$ cat src/rtl/adat_smux_encoder.sv
// ---------------------------------------------------------------------------
// adat_smux_encoder
//
// Serialises one ADAT frame (256 line bits) per 256 bit-rate strobes. Sample
// data is fetched bit by bit from an external circular channel buffer with
// one clock of read latency. That latency is hidden by presenting the
// address two frame positions ahead of the bit being emitted. The first
// returned data bit is held in a local register whenever the strobe is
// idle.
//
// When the producer has not finished a newer frame, the current frame is
// replayed and flagged as an underrun. The replayed frame can optionally be
// muted.
//
// Ports
//   clk_i                  single clock
//   rst_ni                 synchronous active-low reset
//   bit_en_i               ADAT bit-rate strobe, one line bit per high cycle
//   ram_data_i             buffer read data, valid 1 clk after the address
//   last_good_frame_idx_i  newest completely written buffer frame
//   user_bits_i            ADAT user bits, sampled at the frame boundary
//   smux_mode_i            0 = 1x, 1 = SMUX2, 2 = SMUX4, 3 = treated as 1x
//   ram_read_addr_o        {frame, slot[2:0], bit[4:0]}
//   adat_o                 NRZI line output
//   frame_start_o          1-clk pulse with the line update for position 0
//   underrun_o             high for the whole of a replayed frame
// ---------------------------------------------------------------------------
module adat_smux_encoder #(
  parameter int CIRC_BUF_BITS    = 3,
  parameter int SAMPLE_BITS      = 24,
  parameter int MUTE_ON_UNDERRUN = 1
) (
  input  logic                       clk_i,
  input  logic                       rst_ni,
  input  logic                       bit_en_i,
  input  logic                       ram_data_i,
  input  logic [CIRC_BUF_BITS-1:0]   last_good_frame_idx_i,
  input  logic [3:0]                 user_bits_i,
  input  logic [1:0]                 smux_mode_i,
  output logic [CIRC_BUF_BITS+7:0]   ram_read_addr_o,
  output logic                       adat_o,
  output logic                       frame_start_o,
  output logic                       underrun_o
);

  // -------------------------------------------------------------------------
  // Frame position decoding.
  // Positions 16..255 hold 8 channels of 30 bits. Each channel has 6 groups
  // of 5 bits: a '1' sync bit followed by 4 data bits, MSB first.
  // -------------------------------------------------------------------------

  // True when position p carries a sample data bit (not header, not group sync).
  function automatic logic pos_is_data(input logic [7:0] p);
    logic [7:0] d;
    logic [7:0] w;
    logic [7:0] k;
    d = p - 8'd16;
    w = d % 8'd30;
    k = w % 8'd5;
    return (p >= 8'd16) && (k != 8'd0);
  endfunction

  // Sample bit index (0 = MSB) carried at a data position.
  function automatic logic [4:0] pos_bit(input logic [7:0] p);
    logic [7:0] d;
    logic [7:0] w;
    logic [7:0] k;
    d = p - 8'd16;
    w = d % 8'd30;
    k = w % 8'd5;
    return 5'((w / 8'd5) * 8'd4 + k - 8'd1);
  endfunction

  // ADAT channel carried at a position in the channel area.
  function automatic logic [2:0] pos_chan(input logic [7:0] p);
    logic [7:0] d;
    d = p - 8'd16;
    return 3'(d / 8'd30);
  endfunction

  // Buffer slot feeding ADAT channel n under the given S/MUX mode.
  //   SMUX2: slot = (n%2)*4 + n/2
  //   SMUX4: slot = (n%4)*2 + n/4
  function automatic logic [2:0] slot_of(input logic [2:0] n, input logic [1:0] m);
    logic [2:0] s;
    case (m)
      2'd1:    s = {n[0], n[2:1]};
      2'd2:    s = {n[1:0], n[2]};
      default: s = n;
    endcase
    return s;
  endfunction

  // -------------------------------------------------------------------------
  // State
  // -------------------------------------------------------------------------
  logic [7:0]               pos_q,      pos_d;       // position of the next bit to emit
  logic [CIRC_BUF_BITS-1:0] rd_frame_q, rd_frame_d;  // buffer frame being transmitted
  logic                     underrun_q, underrun_d;
  logic [3:0]               user_q,     user_d;      // user bits latched at the boundary
  logic [1:0]               mode_q,     mode_d;      // S/MUX mode latched at the boundary
  logic [CIRC_BUF_BITS+7:0] addr_q,     addr_d;
  logic                     fresh_q,    fresh_d;     // ram_data_i belongs to pos_q this cycle
  logic                     hold_q,     hold_d;      // held data bit for pos_q
  logic                     adat_q,     adat_d;
  logic                     fs_q,       fs_d;

  // -------------------------------------------------------------------------
  // Current bit and look-ahead address decode
  // -------------------------------------------------------------------------
  logic       cur_is_data;
  logic [4:0] cur_bit;
  logic [7:0] la_pos;
  logic [2:0] la_chan;
  logic [4:0] la_bit;
  logic       ram_bit;
  logic       bit_in_range;
  logic       muted;
  logic       data_bit;
  logic       pre_bit;
  logic       boundary;

  assign cur_is_data = pos_is_data(pos_q);
  assign cur_bit     = pos_bit(pos_q);

  // The address issued when pos_q is consumed belongs to pos_q+2. The
  // address already on the bus (for pos_q+1) returns its data on that same
  // edge. This keeps back-to-back strobes fed with no gap.
  assign la_pos  = pos_q + 8'd2;
  assign la_chan = pos_chan(la_pos);
  assign la_bit  = pos_bit(la_pos);

  // The data for pos_q is on ram_data_i only in the first cycle after the
  // position was entered. After that it comes from the hold register.
  assign ram_bit      = fresh_q ? ram_data_i : hold_q;
  assign bit_in_range = int'(cur_bit) < SAMPLE_BITS;
  assign muted        = (MUTE_ON_UNDERRUN != 0) && underrun_q;
  assign data_bit     = ram_bit && bit_in_range && !muted;

  assign boundary = bit_en_i && (pos_q == 8'd0);

  // Pre-NRZI bit for the current position.
  always_comb begin
    pre_bit = 1'b0;
    if (pos_q < 8'd10) begin
      pre_bit = 1'b0;
    end else if (pos_q == 8'd10) begin
      pre_bit = 1'b1;
    end else if (pos_q < 8'd15) begin
      // position 11 carries user bit 3 ... position 14 carries user bit 0
      pre_bit = user_q[2'(8'd14 - pos_q)];
    end else if (pos_q == 8'd15) begin
      pre_bit = 1'b1;
    end else begin
      pre_bit = cur_is_data ? data_bit : 1'b1;
    end
  end

  // -------------------------------------------------------------------------
  // Next-state logic
  // -------------------------------------------------------------------------
  always_comb begin
    pos_d      = pos_q;
    rd_frame_d = rd_frame_q;
    underrun_d = underrun_q;
    user_d     = user_q;
    mode_d     = mode_q;
    addr_d     = addr_q;
    hold_d     = hold_q;
    adat_d     = adat_q;
    fs_d       = 1'b0;
    fresh_d    = bit_en_i;

    // Capture the returned bit before the address moves on under it.
    if (fresh_q && !bit_en_i) begin
      hold_d = ram_data_i;
    end

    if (bit_en_i) begin
      pos_d  = pos_q + 8'd1;
      adat_d = adat_q ^ pre_bit;
      fs_d   = (pos_q == 8'd0);
      addr_d = {rd_frame_q, slot_of(la_chan, mode_q), la_bit};
    end

    // Emitting position 0 is the frame boundary. The frame choice and the
    // per-frame controls are latched here. Everything that depends on them
    // is needed no earlier than position 11.
    if (boundary) begin
      user_d = user_bits_i;
      mode_d = (smux_mode_i == 2'd3) ? 2'd0 : smux_mode_i;
      if (rd_frame_q != last_good_frame_idx_i) begin
        rd_frame_d = rd_frame_q + 1'b1;
        underrun_d = 1'b0;
      end else begin
        underrun_d = 1'b1;
      end
    end
  end

  // -------------------------------------------------------------------------
  // State register
  // -------------------------------------------------------------------------
  always_ff @(posedge clk_i) begin
    if (!rst_ni) begin
      pos_q      <= '0;
      rd_frame_q <= '0;
      underrun_q <= 1'b0;
      user_q     <= '0;
      mode_q     <= '0;
      addr_q     <= '0;
      fresh_q    <= 1'b0;
      hold_q     <= 1'b0;
      adat_q     <= 1'b0;
      fs_q       <= 1'b0;
    end else begin
      pos_q      <= pos_d;
      rd_frame_q <= rd_frame_d;
      underrun_q <= underrun_d;
      user_q     <= user_d;
      mode_q     <= mode_d;
      addr_q     <= addr_d;
      fresh_q    <= fresh_d;
      hold_q     <= hold_d;
      adat_q     <= adat_d;
      fs_q       <= fs_d;
    end
  end

  assign ram_read_addr_o = addr_q;
  assign adat_o          = adat_q;
  assign frame_start_o   = fs_q;
  assign underrun_o      = underrun_q;

endmodule

$ cat config.mk
export PLATFORM = sky130hd
export DESIGN_NAME = adat_smux_encoder
export DESIGN_NICKNAME = d
export VERILOG_FILES = /design/src/rtl/adat_smux_encoder.sv
export SDC_FILE = /design/constraint.sdc
export NUM_CORES = 1
export LEC_CHECK = 0
export ABC_CLOCK_PERIOD_IN_PS = 8850
export CAP_MARGIN = 20
export CORE_ASPECT_RATIO = 1.75
export CORE_MARGIN = 4
export CORE_UTILIZATION = 40
export CTS_BUF_LIST = sky130_fd_sc_hd__clkbuf_4 sky130_fd_sc_hd__clkbuf_8
export CTS_CLUSTER_SIZE = 16
export DETAILED_ROUTE_END_ITERATION = 7
export PLACE_DENSITY = 0.63
export SYNTH_ARGS = -nofsm -noshare
export SYNTH_HDL_FRONTEND = slang
export SYNTH_SLANG_ARGS = --single-unit
$ cat constraint.sdc
create_clock -name clk_i -period 8.85 [get_ports clk_i]
set_input_delay 1.77 -clock clk_i [delete_from_list [all_inputs] [get_ports clk_i]]
set_output_delay 1.77 -clock clk_i [all_outputs]
set_load 0.03 [all_outputs]
==> parameters.txt, run 1 <==
Parameter                              Value

Status
  Run status    finished, final reports clean

Cells and area
  Share of layout cells above drive strength 1    0.1584
  Final non-filler cell area    around 5600 µm²
  Final antenna diode count    0
  Area growth syn-to-layout    12.50%
  Filler cell count in the final layout    approximately 1200
  Nets    roughly 690

Synthesis
  Async set-or-reset flop fraction in the synthesized netlist    0
  Cells after Synth    621
  Mean area per synthesized cell    slightly below 8 µm²
  Post-Syn Nets    666
  Number of synthesized register bits    33
  Most common cell in the synthesized netlist    sky130_fd_sc_hd__nor2_1
  Number of unique standard cell types used by synthesis    107
  Cell type with the highest aggregate area in the netlist    sky130_fd_sc_hd__dfxtp_1
  Commonest register cell after synthesis    sky130_fd_sc_hd__dfxtp_1
  Sequential cell area fraction in the yosys report    0.1339
  Cell types with the highest counts after synthesis    sky130_fd_sc_hd__nor2_1 (63), sky130_fd_sc_hd__nand2_1 (37), sky130_fd_sc_hd__dfxtp_1 (33)
  Number of warning messages in the yosys log    0
  Syn Std Cell Area    4935 µm²
  Number of enable flip-flop cells after synthesis    0
  Share of Yosys cell area claimed by the top area cell type    0.1339
  Top cells by area, synth    sky130_fd_sc_hd__dfxtp_1 (13%), sky130_fd_sc_hd__ha_1 (7.9%), sky130_fd_sc_hd__mux2i_1 (6.5%)

Floorplan
  Starting utilization of the core area    0.4089
  Die extent in y    154.9 µm
  Number of core rows    53
  Die W    91.96 µm
  Die ar.    14250 µm²
  IO Count    27
  Floorplan core area    12070 µm²

Power
  Part of the total power dissipated in combinational logic    0.366
  Power share of the sequential group    0.331
  Clk network pwr share    0.304
  Maximum vdd drop    0.00009987 V
  Total power divided by cell area    90.31 nW/µm²
  Share of total power consumed by net switching    0.3397
  Sw power    0.1703 mW
  Internal power of the cells    0.3310 mW
  Standby leakage power    2.248 nW

Setup path
  Data required time at the worst endpoint    9030 ps
  Endpoint class of the critical path    flop
  Setup Crit Path Kind    reg2reg
  Arrival time at the worst endpoint    8440 ps
  Cell repeated most along the worst path    sky130_fd_sc_hd__xnor2_1
  Buffer and inverter count on the worst path    8
  Critical Path Source Type    flop
  Top delay family on crit path    compound AO/OA/AOI/OAI gates
  Crit-path slowest cell    sky130_fd_sc_hd__a2111oi_4
  Worst path max stage delay    420 ps
  Maximum fanout count along the critical path    24

Placed design
  Placer Congestion    between 0.8 and 0.9
  PortBufs    26
  DP Worst Slack    between 200 and 300 ps
  Post-detailed-placement half-perimeter wirelength    10460 µm
  Area of placed instances    5364 µm²

Clocking
  Maximum clock insertion buffer count    2
  Clock-pin slew on the worst setup and hold paths    70 ps
  Root Buffer Master    sky130_fd_sc_hd__clkbuf_8
  Sinks on the clock net    33
  Cts-stage hold buffer count    0
  CTS tree    done
  Deepest level of the CTS H-tree    2
  TritonCTS buffer count    5
  Insertion delay to the later sink of the worst-skew pair    290 ps

Timing
  Upper clock frequency limit    roughly 120 MHz
  Final setup vio count    0
  Minimum period implied by the final worst setup slack    8265 ps
  PnR worst setup slack    585.0 ps
  Relative slew margins    0.3320
  Maximum clock skew at final layout    4.836 ps
  Total negative slack for setup checks    0 ps
  Hold violation count in the final report    0
  Share of the cycle needed by the critical path after routing    0.9339
  Tightest Pin Transition    around 1000 ps
  Final Max Tran Viols    0

Route
  Violation count after the first detailed-route iteration    283
  Post-detailed-route wirelength per cell    16.68 µm
  DRC violations left    0
  Vias after detailed routing    between 4000 and 5000
  Total iterations of the first detailed-routing run    5
  Detail Route Antenna Nets    0
  Average via count per standard cell    6.017
  Total detailed-routing wirelength    13490 µm

GRT
  Overflow left after global routing    0
  Wire length of the first global-routing pass    22880 µm
  Initial antenna violation count    0
  Pin count of the biggest net entering global routing    31
  Via count of the first global-routing pass    4775
  Global-route usage over all layers    0.1893

Run
  Max-cap violations    0

Hold path
  Type of the tightest min-delay check    reg2reg
flip-flops by register name (all words and copies together) (netlist names), 2 cells and up:
| name | count |
|---|---|
| pos_q | 8 |
| user_q | 4 |
| ram_read_addr_o | 11 |
| mode_q | 2 |
| rd_frame_q | 3 |
final timing paths:
kind                      startpoint                 end  slack [ps]  cells after the start
setup / recovery            pos_q[1]  ram_read_addr_o[4]         590                     39
hold / removal    ram_read_addr_o[6]  ram_read_addr_o[6]         490                      2
setup reg to reg            pos_q[1]  ram_read_addr_o[4]         590                     39
hold reg to reg   ram_read_addr_o[6]  ram_read_addr_o[6]         490                      2
kinds of logic after synthesis:
logic type,count (synthesis),share of synthesized area
and+or+nand+nor,220,0.2325
AOI/OAI and AO/OA,186,0.3164
buffers and inverters,69,0.06643
xor gates and xnor gates,41,0.08316
muxes,36,0.07632
adders and majority gates,36,0.09128
DFF,33,0.1339
cell type report:
type	count	area, µm²	area share
inverters	31	117.6	0.02119
clock inverters	2	37.54	0.006761
flip-flops and latches	33	663.1	0.1195
repair buffers	53	462.9	0.08339
clock buffers	6	82.58	0.01487
multi-input cells	519	3981	0.7172
well taps	165	206.4	0.03719
power by group through the flow:
stage	sequential [mW]	combinational, mW	clock, mW
2_1_floorplan	0.179	0.119	0
3_3_place_gp	0.169	0.178	0
3_5_place_dp	0.169	0.181	0
4_1_cts	0.166	0.182	0.155
5_1_grt	0.167	0.203	0.163
6_report	0.166	0.183	0.152
repair_timing:
| action | CTS | global route |
|---|---|---|
| endpoints found under the hold margin | 0 | 0 |
| setup buffers | 0 | 4 |
| endpoints found under the setup margin | 0 | 3 |
| gates resized for setup | 0 | 10 |
through the flow:
| step | power [mW] | instances | hold WS, ps | util |
|---|---|---|---|---|
| floorplan | 0.2982 | 621 | 457.8 | - |
| global placement | 0.3463 | 797 | 469.5 | 0.4444 |
| detailed placement | 0.3500 | 797 | 485.3 | 0.4444 |
| CTS | 0.5031 | 805 | 503.6 | 0.4544 |
| global route | 0.5326 | 809 | 520.0 | 0.4600 |
| finish | 0.5014 | 809 | 493.9 | 0.4600 |
cells in the final DEF, fill, tap and decap left out, types with 7 or more instances in the layout:
cell type                         count
sky130_fd_sc_hd__nand4_1              7
sky130_fd_sc_hd__xor2_1              10
sky130_fd_sc_hd__dfxtp_1             31
sky130_fd_sc_hd__mux2i_1             32
sky130_fd_sc_hd__clkdlybuf4s50_1     26
sky130_fd_sc_hd__a21oi_1             29
sky130_fd_sc_hd__o21ai_0             18
sky130_fd_sc_hd__nor2_1              63
sky130_fd_sc_hd__nand2_1             37
sky130_fd_sc_hd__and2_1              11
sky130_fd_sc_hd__ha_1                30
sky130_fd_sc_hd__nor2b_1              9
sky130_fd_sc_hd__xnor2_1             25
sky130_fd_sc_hd__inv_1               28
sky130_fd_sc_hd__buf_4               27
sky130_fd_sc_hd__nand2b_1             8
sky130_fd_sc_hd__o211a_1              9
sky130_fd_sc_hd__nand3_1             23
sky130_fd_sc_hd__nor3_1              14
sky130_fd_sc_hd__o211ai_1            10
sky130_fd_sc_hd__a31oi_1              8
layer usage:
layer | wire length [µm] | GRT usage | share of wire | up-vias
li1 | - | - | - | 2366
met1 | 5280 | 0.2072 | 0.39 | 2346
met2 | 7410 | 0.3675 | 0.55 | 123
met3 | 376 | 0.01548 | 0.028 | 33
met4 | 425 | 0.07654 | 0.031 | 0
met5 | 0 | 0 | 0 | -
worst reg2reg max path, delay by kind of cell (launching register included):
| kind | cells | cell delay [ps] |
|---|---|---|
| AO/OA/AOI/OAI | 10 | 2420 |
| adder cells (fa/ha/maj) | 7 | 1900 |
| AND/OR/NAND/NOR | 7 | 1460 |
| buffers and inverters | 8 | 970 |
| XOR/XNOR | 6 | 960 |
| flip-flops | 1 | 310 |
| multiplexers | 1 | 90 |
No activity file was read; power rests on OpenSTA's default activity.
==> inputs of run 2 (changes only) <==
Settings changed: CORE_MARGIN 4 to 5, CORE_UTILIZATION 40 to 63, PLACE_DENSITY 0.63 to 0.89, TNS_END_PERCENT set to 5.
==> run 2 against run 1 <==
Against the previous run:
- sequential power is essentially flat
- total power is 0.29% higher
- maximum frequency decreased by 3.1%
==> parameters.txt, run 2 (synthesis results as in run 1) <==
Parameter                              Value

Status
  Run status    finished, final reports clean

Placed design
  Area of placed instances    5215 µm² (-2.8%)
  PortBufs    26 (unchanged)
  Placer Congestion    1.033 (+15%)
  Post-detailed-placement half-perimeter wirelength    9868 µm (-5.7%)
  DP Worst Slack    75.35 ps (-189.3 ps)
  Number of cells in the design after placement    713 (-11%)

Power
  Maximum vdd drop    0.0001140 V (+14%)
  Standby leakage power    2.270 nW (+0.97%)
  Power consumption    0.5028 mW (+0.29%)
  Total power divided by cell area    90.78 nW/µm² (+0.52%)

GRT
  Via count of the first global-routing pass    4818 (+0.90%)
  Global-route usage over all layers    0.2593 (+0.07000)
  Wire length of the first global-routing pass    21900 µm (-4.3%)
  Pin count of the biggest net entering global routing    31 (unchanged)
  Initial antenna violation count    0 (unchanged)
  Overflow left after global routing    0 (unchanged)

Timing
  Final Max Tran Viols    0 (unchanged)
  Tightest Pin Transition    962.2 ps (-38.72 ps)
  Share of the cycle needed by the critical path after routing    0.9635 (+0.02963)
  Minimum period implied by the final worst setup slack    8527 ps (+262.2 ps)
  RSZ-0062 raised after global routing    yes
  Relative slew margins    0.3578 (+0.02584)
  PnR worst setup slack    322.8 ps (-262.2 ps)
  Final setup vio count    0 (unchanged)
  Upper clock frequency limit    117.3 MHz (-3.1%)
  Hold violation count in the final report    0 (unchanged)
  Maximum clock skew at final layout    8.874 ps (+4.038 ps)

Route
  DRC violations left    0 (unchanged)
  Vias after detailed routing    5105 (+4.9%)
  Average via count per standard cell    6.965 (+16%)
  Detail Route Antenna Nets    0 (unchanged)
  Violation count after the first detailed-route iteration    585 (+110%)
  Total iterations of the first detailed-routing run    7 (+2)
  Total detailed-routing wirelength    13880 µm (+2.8%)
  Post-detailed-route wirelength per cell    18.93 µm (+14%)

Setup path
  Endpoint class of the critical path    flop
  Arrival time at the worst endpoint    8710 ps (+270 ps)
  Worst reg-to-reg setup slack    320 ps (-260 ps)
  Data required time at the worst endpoint    9030 ps (about the same)
  Critical Path Source Type    flop
  Startpoint of the worst register-to-register path    pos_q[1]
  Crit-path slowest cell    sky130_fd_sc_hd__maj3_1
  Maximum fanout count along the critical path    24 (unchanged)
  Number of cells on the worst reg-to-reg path    39 (unchanged)
  Setup Crit Path Kind    reg2reg
  Capture point of the worst reg-to-reg path    ram_read_addr_o[4]
  Worst path max stage delay    400 ps (-20 ps)

Hold path
  Hold depth    2 (unchanged)
  Type of the tightest min-delay check    reg2reg
  Min-Delay Startpoint    ram_read_addr_o[2]
  Hold Crit Endpoint    ram_read_addr_o[2]

Run
  Max-cap violations    0 (unchanged)

Clocking
  Insertion delay to the later sink of the worst-skew pair    300 ps (about the same)
  CTS tree    done
  Sinks on the clock net    33 (unchanged)
  Deepest level of the CTS H-tree    2 (unchanged)
  Clock-pin slew on the worst setup and hold paths    80 ps (about the same)
  TritonCTS buffer count    5 (unchanged)
  Cts-stage hold buffer count    0 (unchanged)
  Root Buffer Master    sky130_fd_sc_hd__clkbuf_8
  Maximum clock insertion buffer count    2 (unchanged)

Cells and area
  Footprint of the multi-input gates    4048 µm² (+1.7%)
  Most common library cell in the layout ignoring fill and taps    sky130_fd_sc_hd__nor2_1
  Number of flip-flops in the largest register    11 (unchanged)
  Most frequent cells in the layout    sky130_fd_sc_hd__nor2_1 (63), sky130_fd_sc_hd__nand2_1 (37), sky130_fd_sc_hd__mux2i_1 (32)
  Non-filler instance count after layout    733 (-9.4%)
  Share of layout cells above drive strength 1    0.1674 (+0.009057)
  Final antenna diode count    0 (unchanged)
  Filler cell count in the final layout    528 (-56%)
  Area growth syn-to-layout    12.25%
  Nets    689 (+0.15%)
  Share of the core filled with cells in the final layout    0.7269 (+0.2669)
  Final non-filler cell area    5539 µm² (-0.23%)
  Combined flip-flop and latch cell area    665.6 µm² (+0.38%)

Floorplan
  Starting utilization of the core area    0.6476 (+0.2387)
  IO Count    27 (unchanged)
  Die extent in y    127.1 µm (-18%)
  Number of core rows    42 (-21%)
  Die W    76.90 µm (-16%)
  Floorplan core area    7620 µm² (-37%)
  Die ar.    9772 µm² (-31%)
run 2: changes by cell type in the layout (fill, tap and decap cells not counted), moves of 2 or more:
cell,previous run,this run
sky130_fd_sc_hd__ha_1,30,28
sky130_fd_sc_hd__ha_2,0,2
sky130_fd_sc_hd__xor2_4,0,2
sky130_fd_sc_hd__xor2_2,2,0
run 2: routing by layer:
layer | part of all wire | routed length [µm] | GRT usage | vias up
met5 | 0 | 0 | 0 | -
met3 | 0.053 | 732 | 0.02394 | 67
li1 | - | - | - | 2368
met1 | 0.37 | 5106 | 0.2817 | 2413
met4 | 0.048 | 666 | 0.1256 | 0
met2 | 0.53 | 7371 | 0.4907 | 257
run 2: power breakdown:
part	internal, mW	switching (mW)
Clock	0.0843	0.0641
Sequential	0.159	0.00758
Combinational	0.0812	0.107
run 2: layout make-up:
type                    count  share of cell area
multi-input cells         519              0.7307
flip-flops and latches     33              0.1202
repair buffers             54             0.08719
inverters                  31             0.02123
well taps                  88             0.01988
clock buffers               5             0.01242
clock inverters             3            0.008358
run 2: worst max-delay path by stage:
stage | slack [ps] | cells after the start | to | startpoint
after floorplan | 910 | 44 | adat_o | pos_q[5]
after CTS | 90 | 36 | ram_read_addr_o[4] | pos_q[1]
final | 320 | 39 | ram_read_addr_o[4] | pos_q[1]
after global placement | 260 | 36 | ram_read_addr_o[4] | pos_q[2]
after global routing | -180 | 37 | ram_read_addr_o[4] | pos_q[2]
after detailed placement | 80 | 36 | ram_read_addr_o[4] | pos_q[2]
run 2: timing repair:
item,in CTS,in global routing
resized for setup,1,18
pin swaps,0,6
setup buffers,0,12
setup endpoints to repair,1,4
run 2: worst max-delay path: cells and delay by family, from the launching register on:
| family | cells | cell delay, ps |
|---|---|---|
| buffers and inverters | 8 | 960 |
| adder cells (fa/ha/maj) | 7 | 1940 |
| AND/OR/NAND/NOR | 5 | 1190 |
| flip-flops | 1 | 320 |
| multiplexers | 1 | 110 |
| AO/OA/AOI/OAI | 12 | 2840 |
| XOR/XNOR | 6 | 1020 |
run 2: stage by stage:
stage / hold slack, ps / TNS (ps)
finish: 496.0 / 0
global route: 537.3 / -262.5
CTS: 503.0 / 0
detailed placement: 483.6 / 0
global placement: 472.2 / 0
floorplan: 457.8 / 0
==> inputs of run 3 (changes only) <==
Settings changed: CORE_UTILIZATION 63 to 55, PLACE_DENSITY 0.89 to 0.8.
==> run 3 against run 2 <==
Against the previous run:
- critical path depth did not move
- core utilization fell by 10 points
- maximum frequency is 2.6% higher
- hold slack improved by 2.2 ps
- sequential cell count unchanged
- wire length shrank 7.0%
- worst setup slack better by 220 ps
- count of clock-buffer cells in the layout stayed put
- critical path type unchanged
- die area increased by 13%
- critical endpoint unchanged
==> parameters.txt, run 3 (synthesis results as in run 1) <==
Parameter                              Value

Status
  Run status    finished, final reports clean

Cells and area
  Nets    681 (-1.2%)
  Share of the core filled with cells in the final layout    0.6270 (-0.09998)
  Most common library cell in the layout ignoring fill and taps    sky130_fd_sc_hd__nor2_1
  Final non-filler cell area    5472 µm² (-1.2%)
  Final antenna diode count    0 (unchanged)
  Share of layout cells above drive strength 1    0.1523 (-0.01517)
  Most frequent cells in the layout    sky130_fd_sc_hd__nor2_1 (63), sky130_fd_sc_hd__nand2_1 (37), sky130_fd_sc_hd__mux2i_1 (32)
  Number of flip-flops in the largest register    11 (unchanged)
  Area growth syn-to-layout    10.88%

Route
  Vias after detailed routing    4879 (-4.4%)
  Post-detailed-route wirelength per cell    17.12 µm (-9.5%)
  Total iterations of the first detailed-routing run    5 (-2)
  Average via count per standard cell    6.471 (-7.1%)
  DRC violations left    0 (unchanged)
  Detail Route Antenna Nets    0 (unchanged)
  Total detailed-routing wirelength    12910 µm (-7.0%)
  Violation count after the first detailed-route iteration    439 (-25%)

Timing
  Share of the cycle needed by the critical path after routing    0.9387 (-0.02486)
  Upper clock frequency limit    120.4 MHz (+2.6%)
  Final setup vio count    0 (unchanged)
  Maximum clock skew at final layout    7.410 ps (-1.464 ps)
  Hold violation count in the final report    0 (unchanged)
  Minimum period implied by the final worst setup slack    8307 ps (-220.0 ps)
  Final Max Tran Viols    0 (unchanged)
  Relative slew margins    0.3660 (+0.008135)
  Tightest Pin Transition    950.0 ps (-12.19 ps)

Hold path
  Type of the tightest min-delay check    reg2reg

GRT
  Pin count of the biggest net entering global routing    31 (unchanged)
  Global Route met2 Usage    0.4469 (-0.04382)
  GR peak layer    met2
  Global routing met3 resource utilization    0.02863 (+0.004685)
  Wire length of the first global-routing pass    21880 µm (about the same)
  Via count of the first global-routing pass    4802 (-0.33%)
  Initial antenna violation count    0 (unchanged)
  Global-route usage over all layers    0.2392 (-0.02019)
  Overflow left after global routing    0 (unchanged)
  Global routing usage on met1    0.2595 (-0.02222)

Setup path
  Buffer and inverter count on the worst path    8 (unchanged)
  Arrival time at the worst endpoint    8490 ps (-220 ps)
  Maximum fanout count along the critical path    24 (unchanged)
  Top delay family on crit path    compound AO/OA/AOI/OAI gates
  Worst path max stage delay    380 ps (-20 ps)
  Critical Path Source Type    flop
  Endpoint class of the critical path    flop
  Setup Crit Path Kind    reg2reg
  Crit-path slowest cell    sky130_fd_sc_hd__maj3_1
  Data required time at the worst endpoint    9030 ps (about the same)

Power
  Sw power    0.1732 mW (-3.1%)
  Power share of the sequential group    0.335 (+0.005)
  Clk network pwr share    0.300 (+0.005)
  Maximum vdd drop    0.0001454 V (+28%)
  Share of total power consumed by net switching    0.3497 (-0.005907)
  Standby leakage power    2.214 nW (-2.4%)
  Power consumption    0.4953 mW (-1.5%)
  Internal power of the cells    0.3221 mW (-0.59%)
  Total power divided by cell area    90.52 nW/µm² (-0.28%)
  Part of the total power dissipated in combinational logic    0.365 (-0.009)

Floorplan
  Die W    81.61 µm (+6.1%)
  Floorplan core area    8727 µm² (+15%)
  Starting utilization of the core area    0.5654 (-0.08217)
  Die ar.    11040 µm² (+13%)
  Number of core rows    45 (+7.1%)
  Die extent in y    135.3 µm (+6.5%)
  IO Count    27 (unchanged)

Placed design
  Area of placed instances    5266 µm² (+0.98%)
  Placer Congestion    0.9863 (-4.5%)
  Post-detailed-placement half-perimeter wirelength    9864 µm (about the same)
  PortBufs    26 (unchanged)

Clocking
  Clock-pin slew on the worst setup and hold paths    80 ps (about the same)
  Deepest level of the CTS H-tree    2 (unchanged)
  Root Buffer Master    sky130_fd_sc_hd__clkbuf_8
  Cts-stage hold buffer count    0 (unchanged)
  TritonCTS buffer count    5 (unchanged)
  Insertion delay to the later sink of the worst-skew pair    290 ps (about the same)
  Maximum clock insertion buffer count    2 (unchanged)
  Sinks on the clock net    33 (unchanged)
  CTS tree    done

Run
  Max-cap violations    0 (unchanged)
## run 3: cell count changes in the layout (fill, tap and decap cells not counted), sizes merged
cell	before	now
buf	28	20
## run 3: worst register-to-register path: cells and delay by family, from the launching register on
| kind | cells | cell delay [ps] |
|---|---|---|
| AO/OA/AOI/OAI | 14 | 3340 |
| adder cells (fa/ha/maj) | 7 | 1800 |
| XOR/XNOR | 6 | 1110 |
| buffers and inverters | 8 | 1010 |
| AND/OR/NAND/NOR | 3 | 510 |
| flip-flops | 1 | 310 |
| multiplexers | 1 | 140 |
## run 3: repair_timing
item | CTS | global route
resized for setup | 1 | 15
setup endpoints to repair | 1 | 4
pin swaps | 0 | 2
gates cloned | 0 | 0
buffers inserted | 0 | 2
## run 3: metrics by stage
stage	instances	setup slack, ps	hold WS, ps	setup TNS, ps
after floorplan	621	912.1	457.8	0
after global placement	744	174.2	472.8	0
after detailed placement	744	-15.68	486.2	-15.68
after CTS	752	54.02	503.9	0
after global routing	754	-13.10	543.0	-13.10
final	754	542.8	498.1	0
## run 3: power by group through the flow
stage / sequential (mW) / combinational [mW] / clock, mW
floorplan: 0.179 / 0.119 / 0
global placement: 0.169 / 0.171 / 0
detailed placement: 0.170 / 0.177 / 0
CTS: 0.166 / 0.179 / 0.149
global route: 0.167 / 0.199 / 0.158
finish: 0.166 / 0.181 / 0.148
## run 3: metal layers
layer / vias up / share of wire
li1: 2353 / -
met1: 2350 / 0.38
met2: 136 / 0.56
met3: 40 / 0.031
met4: 0 / 0.030
met5: - / 0
## run 3: worst paths after layout
kind | from | to | slack [ps] | cells past startpoint
setup / recovery | pos_q[1] | ram_read_addr_o[4] | 540 | 39
hold reg to reg | user_q[0] | user_q[0] | 500 | 2
hold / removal | user_q[0] | user_q[0] | 500 | 2
setup reg to reg | pos_q[1] | ram_read_addr_o[4] | 540 | 39
## run 3: cell type report
type | count | area [µm²]
Clock buffer | 5 | 68.82
Clock inverter | 3 | 46.29
Fill cell | 755 | 3256
Inverter | 31 | 117.6
Multi-Input combinational cell | 519 | 4016
Sequential cell | 33 | 665.6
Tap cell | 117 | 146.4
Timing Repair Buffer | 46 | 410.4
